<file path="config.mk">
export PLATFORM = sky130hd
export DESIGN_NAME = usb2_ep_sched_flat
export DESIGN_NICKNAME = d
export VERILOG_FILES = /design/src/rtl/usb2_ep_sched_if.sv /design/src/rtl/usb2_ep_sched.sv /design/src/flat_wrapper.sv
export SDC_FILE = /design/constraint.sdc
export NUM_CORES = 1
export LEC_CHECK = 0
export ABC_CLOCK_PERIOD_IN_PS = 2100
export CORE_MARGIN = 5
export CORE_UTILIZATION = 25
export CTS_CLUSTER_SIZE = 14
export DETAILED_ROUTE_END_ITERATION = 6
export MAX_ROUTING_LAYER = met4
export SYNTH_ARGS = -nofsm -noshare
export SYNTH_HDL_FRONTEND = slang
export SYNTH_SLANG_ARGS = --single-unit
</file>
<file path="constraint.sdc">
create_clock -name phy_clk -period 2.1 [get_ports phy_clk]
set_input_delay 0.21 -clock phy_clk [delete_from_list [all_inputs] [get_ports phy_clk]]
set_output_delay 0.21 -clock phy_clk [all_outputs]
set_load 0.01 [all_outputs]
</file>
<file path="src/rtl/usb2_ep_sched_if.sv">
// Token/data-phase bus between the USB2 packet decoder and the endpoint scheduler.
// The master side decodes packets; the slave side is the scheduler.
interface usb2_ep_sched_if;
  logic       tok_valid;
  logic [3:0] tok_pid;
  logic [3:0] tok_ep;
  logic       xfer_done;
  logic [3:0] data_pid;
  logic       data_crc_ok;
  logic       host_ack;
  logic [3:0] ep_ready;
  logic [3:0] ep_stall;
  logic [3:0] toggle_clr;
  logic [3:0] ep_xfer_in;
  logic [3:0] ep_xfer_out;
  logic [3:0] ep_xfer_pid;
  logic [3:0] tx_data_pid;
  logic       hs_valid;
  logic [3:0] hs_pid;
  logic       busy;
  logic       dup_drop;
  logic       err_timeout;

  modport master (
    output tok_valid, tok_pid, tok_ep, xfer_done, data_pid, data_crc_ok, host_ack,
           ep_ready, ep_stall, toggle_clr,
    input  ep_xfer_in, ep_xfer_out, ep_xfer_pid, tx_data_pid, hs_valid, hs_pid,
           busy, dup_drop, err_timeout
  );

  modport slave (
    input  tok_valid, tok_pid, tok_ep, xfer_done, data_pid, data_crc_ok, host_ack,
           ep_ready, ep_stall, toggle_clr,
    output ep_xfer_in, ep_xfer_out, ep_xfer_pid, tx_data_pid, hs_valid, hs_pid,
           busy, dup_drop, err_timeout
  );
endinterface

</file>
<file path="src/rtl/usb2_ep_sched.sv">
// USB2 device endpoint scheduler: token accept/NAK/STALL, data toggle tracking,
// wait-state timeout and handshake generation for up to four endpoints.
module usb2_ep_sched #(
  parameter logic [3:0] EP_MASK     = 4'b1111,
  parameter logic [7:0] TIMEOUT_CYC = 8'd255
) (
  input  logic          phy_clk,
  input  logic          reset,
  usb2_ep_sched_if.slave bus
);
  // PID values are the upper (check) nibble of the PID byte
  localparam logic [3:0] PID_OUT   = 4'hE;
  localparam logic [3:0] PID_IN    = 4'h6;
  localparam logic [3:0] PID_SETUP = 4'h2;
  localparam logic [3:0] PID_DATA0 = 4'hC;
  localparam logic [3:0] PID_DATA1 = 4'h4;
  localparam logic [3:0] PID_ACK   = 4'hD;
  localparam logic [3:0] PID_NAK   = 4'h5;
  localparam logic [3:0] PID_STALL = 4'h1;

  typedef enum logic [1:0] {IDLE, OUT_WAIT, IN_WAIT, HSK} state_t;

  state_t     state_reg;
  logic [1:0] ep_reg;
  logic [7:0] wait_cnt_reg;
  logic [3:0] toggle_reg;
  logic [3:0] ep_xfer_in_reg;
  logic [3:0] ep_xfer_out_reg;
  logic [3:0] ep_xfer_pid_reg;
  logic [3:0] tx_data_pid_reg;
  logic       hs_valid_reg;
  logic [3:0] hs_pid_reg;
  logic       busy_reg;
  logic       dup_drop_reg;
  logic       err_timeout_reg;

  logic [1:0] tok_idx;
  logic       tok_ep_ok;
  logic       data_match;
  logic [8:0] wait_cnt_inc;
  logic       wait_expired;
  logic [3:0] toggle_flip;
  logic       setup_clr;

  assign tok_idx      = bus.tok_ep[1:0];
  assign tok_ep_ok    = (bus.tok_ep[3:2] == 2'b00) && EP_MASK[tok_idx];
  assign data_match   = bus.data_pid == (toggle_reg[ep_reg] ? PID_DATA1 : PID_DATA0);
  assign wait_cnt_inc = {1'b0, wait_cnt_reg} + 9'd1;
  // The wait state lasts at most TIMEOUT_CYC cycles; a late xfer_done still wins
  assign wait_expired = wait_cnt_inc == {1'b0, TIMEOUT_CYC};

  always_comb begin
    toggle_flip = 4'b0000;
    setup_clr   = 1'b0;
    if (state_reg == OUT_WAIT && bus.xfer_done && bus.data_crc_ok && data_match)
      toggle_flip[ep_reg] = 1'b1;
    if (state_reg == IN_WAIT && bus.xfer_done && bus.host_ack)
      toggle_flip[ep_reg] = 1'b1;
    if (state_reg == IDLE && bus.tok_valid && tok_ep_ok &&
        bus.tok_pid == PID_SETUP && tok_idx == 2'd0)
      setup_clr = 1'b1;
  end

  // Per-endpoint data toggle; an explicit clear beats a coincident flip
  generate
    for (genvar gi = 0; gi < 4; gi++) begin : g_toggle
      always_ff @(posedge phy_clk) begin
        if (reset)
          toggle_reg[gi] <= 1'b0;
        else if (bus.toggle_clr[gi] || (setup_clr && gi == 0))
          toggle_reg[gi] <= 1'b0;
        else if (toggle_flip[gi])
          toggle_reg[gi] <= ~toggle_reg[gi];
      end
    end
  endgenerate

  always_ff @(posedge phy_clk) begin
    if (reset) begin
      state_reg       <= IDLE;
      ep_reg          <= 2'd0;
      wait_cnt_reg    <= 8'd0;
      ep_xfer_in_reg  <= 4'b0000;
      ep_xfer_out_reg <= 4'b0000;
      ep_xfer_pid_reg <= 4'h0;
      tx_data_pid_reg <= PID_DATA0;
      hs_valid_reg    <= 1'b0;
      hs_pid_reg      <= 4'h0;
      busy_reg        <= 1'b0;
      dup_drop_reg    <= 1'b0;
      err_timeout_reg <= 1'b0;
    end else begin
      hs_valid_reg    <= 1'b0;
      dup_drop_reg    <= 1'b0;
      err_timeout_reg <= 1'b0;
      case (state_reg)
        IDLE: begin
          if (bus.tok_valid && tok_ep_ok) begin
            if ((bus.tok_pid == PID_SETUP && tok_idx == 2'd0) ||
                (bus.tok_pid == PID_OUT && !bus.ep_stall[tok_idx] && bus.ep_ready[tok_idx])) begin
              ep_xfer_in_reg  <= 4'b0001 << tok_idx;
              ep_xfer_pid_reg <= bus.tok_pid;
              ep_reg          <= tok_idx;
              wait_cnt_reg    <= 8'd0;
              busy_reg        <= 1'b1;
              state_reg       <= OUT_WAIT;
            end else if (bus.tok_pid == PID_IN && !bus.ep_stall[tok_idx] && bus.ep_ready[tok_idx]) begin
              ep_xfer_out_reg <= 4'b0001 << tok_idx;
              ep_xfer_pid_reg <= bus.tok_pid;
              tx_data_pid_reg <= toggle_reg[tok_idx] ? PID_DATA1 : PID_DATA0;
              ep_reg          <= tok_idx;
              wait_cnt_reg    <= 8'd0;
              busy_reg        <= 1'b1;
              state_reg       <= IN_WAIT;
            end else if (bus.tok_pid == PID_OUT || bus.tok_pid == PID_IN) begin
              hs_valid_reg <= 1'b1;
              hs_pid_reg   <= bus.ep_stall[tok_idx] ? PID_STALL : PID_NAK;
            end
          end
        end
        OUT_WAIT: begin
          if (bus.xfer_done) begin
            ep_xfer_in_reg <= 4'b0000;
            if (bus.data_crc_ok) begin
              // Duplicates are still ACKed so the host advances its toggle
              hs_valid_reg <= 1'b1;
              hs_pid_reg   <= PID_ACK;
              dup_drop_reg <= !data_match;
              state_reg    <= HSK;
            end else begin
              busy_reg  <= 1'b0;
              state_reg <= IDLE;
            end
          end else if (wait_expired) begin
            ep_xfer_in_reg  <= 4'b0000;
            err_timeout_reg <= 1'b1;
            busy_reg        <= 1'b0;
            state_reg       <= IDLE;
          end else begin
            wait_cnt_reg <= wait_cnt_inc[7:0];
          end
        end
        IN_WAIT: begin
          if (bus.xfer_done || wait_expired) begin
            ep_xfer_out_reg <= 4'b0000;
            err_timeout_reg <= !bus.xfer_done;
            busy_reg        <= 1'b0;
            state_reg       <= IDLE;
          end else begin
            wait_cnt_reg <= wait_cnt_inc[7:0];
          end
        end
        HSK: begin
          busy_reg  <= 1'b0;
          state_reg <= IDLE;
        end
        default: state_reg <= IDLE;
      endcase
    end
  end

  assign bus.ep_xfer_in  = ep_xfer_in_reg;
  assign bus.ep_xfer_out = ep_xfer_out_reg;
  assign bus.ep_xfer_pid = ep_xfer_pid_reg;
  assign bus.tx_data_pid = tx_data_pid_reg;
  assign bus.hs_valid    = hs_valid_reg;
  assign bus.hs_pid      = hs_pid_reg;
  assign bus.busy        = busy_reg;
  assign bus.dup_drop    = dup_drop_reg;
  assign bus.err_timeout = err_timeout_reg;
endmodule

</file>
<file path="src/flat_wrapper.sv">
// flat-port wrapper written by rule: the top's interface ports become plain ports
module usb2_ep_sched_flat 
#(
  parameter logic [3:0] EP_MASK     = 4'b1111,
  parameter logic [7:0] TIMEOUT_CYC = 8'd255
)
  (phy_clk, reset, bus_tok_valid, bus_tok_pid, bus_tok_ep, bus_xfer_done, bus_data_pid, bus_data_crc_ok, bus_host_ack, bus_ep_ready, bus_ep_stall, bus_toggle_clr, bus_ep_xfer_in, bus_ep_xfer_out, bus_ep_xfer_pid, bus_tx_data_pid, bus_hs_valid, bus_hs_pid, bus_busy, bus_dup_drop, bus_err_timeout);
  usb2_ep_sched_if bus_i ();
  input  logic phy_clk;
  input  logic reset;
  input wire logic [$bits(bus_i.tok_valid)-1:0] bus_tok_valid;
  input wire logic [$bits(bus_i.tok_pid)-1:0] bus_tok_pid;
  input wire logic [$bits(bus_i.tok_ep)-1:0] bus_tok_ep;
  input wire logic [$bits(bus_i.xfer_done)-1:0] bus_xfer_done;
  input wire logic [$bits(bus_i.data_pid)-1:0] bus_data_pid;
  input wire logic [$bits(bus_i.data_crc_ok)-1:0] bus_data_crc_ok;
  input wire logic [$bits(bus_i.host_ack)-1:0] bus_host_ack;
  input wire logic [$bits(bus_i.ep_ready)-1:0] bus_ep_ready;
  input wire logic [$bits(bus_i.ep_stall)-1:0] bus_ep_stall;
  input wire logic [$bits(bus_i.toggle_clr)-1:0] bus_toggle_clr;
  output wire logic [$bits(bus_i.ep_xfer_in)-1:0] bus_ep_xfer_in;
  output wire logic [$bits(bus_i.ep_xfer_out)-1:0] bus_ep_xfer_out;
  output wire logic [$bits(bus_i.ep_xfer_pid)-1:0] bus_ep_xfer_pid;
  output wire logic [$bits(bus_i.tx_data_pid)-1:0] bus_tx_data_pid;
  output wire logic [$bits(bus_i.hs_valid)-1:0] bus_hs_valid;
  output wire logic [$bits(bus_i.hs_pid)-1:0] bus_hs_pid;
  output wire logic [$bits(bus_i.busy)-1:0] bus_busy;
  output wire logic [$bits(bus_i.dup_drop)-1:0] bus_dup_drop;
  output wire logic [$bits(bus_i.err_timeout)-1:0] bus_err_timeout;
  assign bus_i.tok_valid = bus_tok_valid;
  assign bus_i.tok_pid = bus_tok_pid;
  assign bus_i.tok_ep = bus_tok_ep;
  assign bus_i.xfer_done = bus_xfer_done;
  assign bus_i.data_pid = bus_data_pid;
  assign bus_i.data_crc_ok = bus_data_crc_ok;
  assign bus_i.host_ack = bus_host_ack;
  assign bus_i.ep_ready = bus_ep_ready;
  assign bus_i.ep_stall = bus_ep_stall;
  assign bus_i.toggle_clr = bus_toggle_clr;
  assign bus_ep_xfer_in = bus_i.ep_xfer_in;
  assign bus_ep_xfer_out = bus_i.ep_xfer_out;
  assign bus_ep_xfer_pid = bus_i.ep_xfer_pid;
  assign bus_tx_data_pid = bus_i.tx_data_pid;
  assign bus_hs_valid = bus_i.hs_valid;
  assign bus_hs_pid = bus_i.hs_pid;
  assign bus_busy = bus_i.busy;
  assign bus_dup_drop = bus_i.dup_drop;
  assign bus_err_timeout = bus_i.err_timeout;
  usb2_ep_sched #(.EP_MASK(EP_MASK), .TIMEOUT_CYC(TIMEOUT_CYC)) u_core (.phy_clk(phy_clk), .reset(reset), .bus(bus_i));
endmodule
</file>
==> impl_metrics.env <==
export IMPL_vdd_ir_drop_max_mv=0.180
export IMPL_ys_seq_elements=36
export IMPL_area_delta_synth_final_pct=48.1
export IMPL_status="finished clean"
export IMPL_fin_skew_ns=0.00332
export IMPL_cts_buffers=5
export IMPL_fin_nets=357
export IMPL_synthCells=241
export IMPL_die_area_mm2=0.0102
export IMPL_synth_edf_count=0
export IMPL_crit_type="in -> reg"
export IMPL_ctsHoldBuffers=0
export IMPL_fin_crit_ns=2.05
export IMPL_timing_final_ws_setup_ns=0.0464
export IMPL_stdcell_area_mm2=0.00306
export IMPL_crit_fanout=4
export IMPL_grt_util_all_layers=0.120
export IMPL_synth_top_area_cell="dfxtp_1"
export IMPL_power_density_mw_per_mm2=452
export IMPL_routedWlPerCell_um=13.8
export IMPL_final_cells=427
export IMPL_dp_cells=418
export IMPL_gp_congestion=0.847
export IMPL_drv_slew=0
export IMPL_root_buffer="clkbuf_8"
export IMPL_slew_headroom=0.539
export IMPL_synth_area_leaders="dfxtp_1 (35%), mux4_2 (4.4%), nand2_1 (4.0%), a21oi_1 (3.9%), o21ai_0 (3.9%)"
export IMPL_p_total_mw=1.38
export IMPL_nFillCells=800
export IMPL_netlist_area_mm2=0.00206
export IMPL_diodes=0
export IMPL_synth_top_cell_area_share=0.349
export IMPL_antenna_found_initial=0
export IMPL_grt_max_degree=26
export IMPL_multi_input_area_mm2=0.00128
export IMPL_clock_sinks=36
export IMPL_worst_pin_slew_ns=0.690
export IMPL_max_freq_mhz=487
export IMPL_core_mm2=0.00813
export IMPL_routed_wl_um=5890
export IMPL_worstSetupStartpointType="input port"
export IMPL_grt_pass1_vias=2014
export IMPL_num_rows=33
export IMPL_yosys_most_used_dff="dfxtp_1"
export IMPL_arrival_ns=2.28
export IMPL_path_clk_slew_ns=0.07
export IMPL_yosys_warnings=0
export IMPL_final_layout_size_suffix_gt1_frac=0.227
export IMPL_grt_pass1_wl_um=9390
export IMPL_crit_path_end_kind="register"
export IMPL_via_per_inst=4.82
export IMPL_drv_cap=0
export IMPL_cts_tree="built"
export IMPL_post_place_ws_ns=-0.380
export IMPL_placed_cell_area_mm2=0.00289
export IMPL_ant_nets=0
export IMPL_clock_latency_ns=0.29
export IMPL_holdCritPathClass="reg -> reg"
export IMPL_grt_overflow_total=0
export IMPL_drc=0
export IMPL_setup_viol=0
export IMPL_htree_levels=2
export IMPL_die_h_um=101
export IMPL_power_leakage_nw=1.12
export IMPL_dr_pass1_iters=4
export IMPL_seq_area_frac_synth=0.349
export IMPL_rsz0062_at_grt="true"
export IMPL_final_seq_area_um2=726
export IMPL_vias=2060
export IMPL_detailed_place_hpwl_um=4600
export IMPL_yosysMostFrequentCell="dfxtp_1"
export IMPL_io_buffers=49
export IMPL_largest_register_ffs=8
export IMPL_syn_mean_instance_area_um2=8.56
export IMPL_drt_iter0_markers=183
export IMPL_hold_viol_final=0
export IMPL_ys_top_cells_by_count="dfxtp_1 (36), nand2_1 (22), a21oi_1 (16), o21ai_0 (16)"
export IMPL_die_width_um=101
export IMPL_worstPathRequired_ns=2.32
export IMPL_yosysUniqueCellTypes=55
export IMPL_finish_utilization=0.376
export IMPL_start_util=0.254
export IMPL_synthArstFlopShare=0
export IMPL_fin_crit_sh=0.978
export IMPL_num_io_pins=54
export IMPL_clk_path_buf_depth=2
[power by group]
part | total, mW | internal [mW] | switching, mW
combinational | 0.157 | 0.0884 | 0.0690
clock | 0.537 | 0.292 | 0.245
sequential | 0.685 | 0.684 | 0.00127
[path summary, 6_finish.rpt]
| path | startpoint | end | slack (ns) | cells past startpoint |
|---|---|---|---|---|
| max | bus_ep_stall[3] | u_core.bus.ep_xfer_in[3] | 0.05 | 7 |
| min | u_core.bus.ep_xfer_pid[1] | u_core.bus.ep_xfer_pid[1] | 0.46 | 2 |
| max reg2reg | u_core.wait_cnt_reg[2] | u_core.wait_cnt_reg[2] | 0.06 | 6 |
| min reg2reg | u_core.bus.ep_xfer_pid[1] | u_core.bus.ep_xfer_pid[1] | 0.46 | 2 |
[what timing repair did]
action                     4_1_cts  5_1_grt
pin swaps                        0        2
gates resized for setup          3       12
setup buffers                    1        1
setup endpoints to repair        7       13
[through the flow]
| stage | TNS (ns) | hold WS, ns |
|---|---|---|
| finish | 0 | 0.458 |
| global route | -0.106 | 0.461 |
| CTS | 0 | 0.456 |
| detailed placement | -6.17 | 0.444 |
| global placement | -5.60 | 0.446 |
| floorplan | 0 | 0.286 |
[metal layers]
metal	GRT usage	vias up	wire length, um
li1	-	1024	-
met1	0.154	974	2740
met2	0.176	54	2690
met3	0.0325	8	328
met4	0.0508	0	128
met5	-	-	0
[cell families (layout without fill, tap and decap cells)]
group,after synthesis,in the layout,share of synthesized area
muxes,9,9,0.0679
DFF,36,36,0.349
xor gates and xnor gates,8,8,0.0340
other,2,4,0.00364
AOI/OAI and AO/OA,58,58,0.203
and+or+nand+nor,95,95,0.252
adders and majority gates,5,5,0.0303
buffers and inverters,28,107,0.0594
[layout make-up]
cell class,count,share of cell area
clock buffer,7,0.0315
sequential,36,0.238
tap,105,0.0430
multi-input combinational,179,0.420
timing repair buffer,86,0.251
inverter,14,0.0172
[placed cells by master, fill, tap and decap left out, types with 3 or more instances in the layout]
cell type / n
inv_1: 14
or3_1: 3
nand2_1: 21
o32ai_1: 4
clkbuf_8: 7
nand3_1: 8
dfxtp_1: 32
nor2_1: 14
xnor2_1: 5
a21oi_1: 16
nand4_1: 7
nor2b_1: 3
buf_4: 37
xor2_1: 3
conb_1: 4
mux4_2: 4
o21ai_0: 15
clkdlybuf4s50_1: 48
ha_1: 4
nand2b_1: 10
nor3_1: 7
mux2i_1: 5
dfxtp_2: 4
[worst max-delay path, stage by stage]
cell and delay, ns:
clkdlybuf4s50_1 0.41, nand2b_1 0.14, mux4_2 0.55, o31ai_2 0.38, nor4b_4 0.35, nand3_1 0.11
a21oi_1 0.12
No activity file was read; power rests on OpenSTA's default activity.
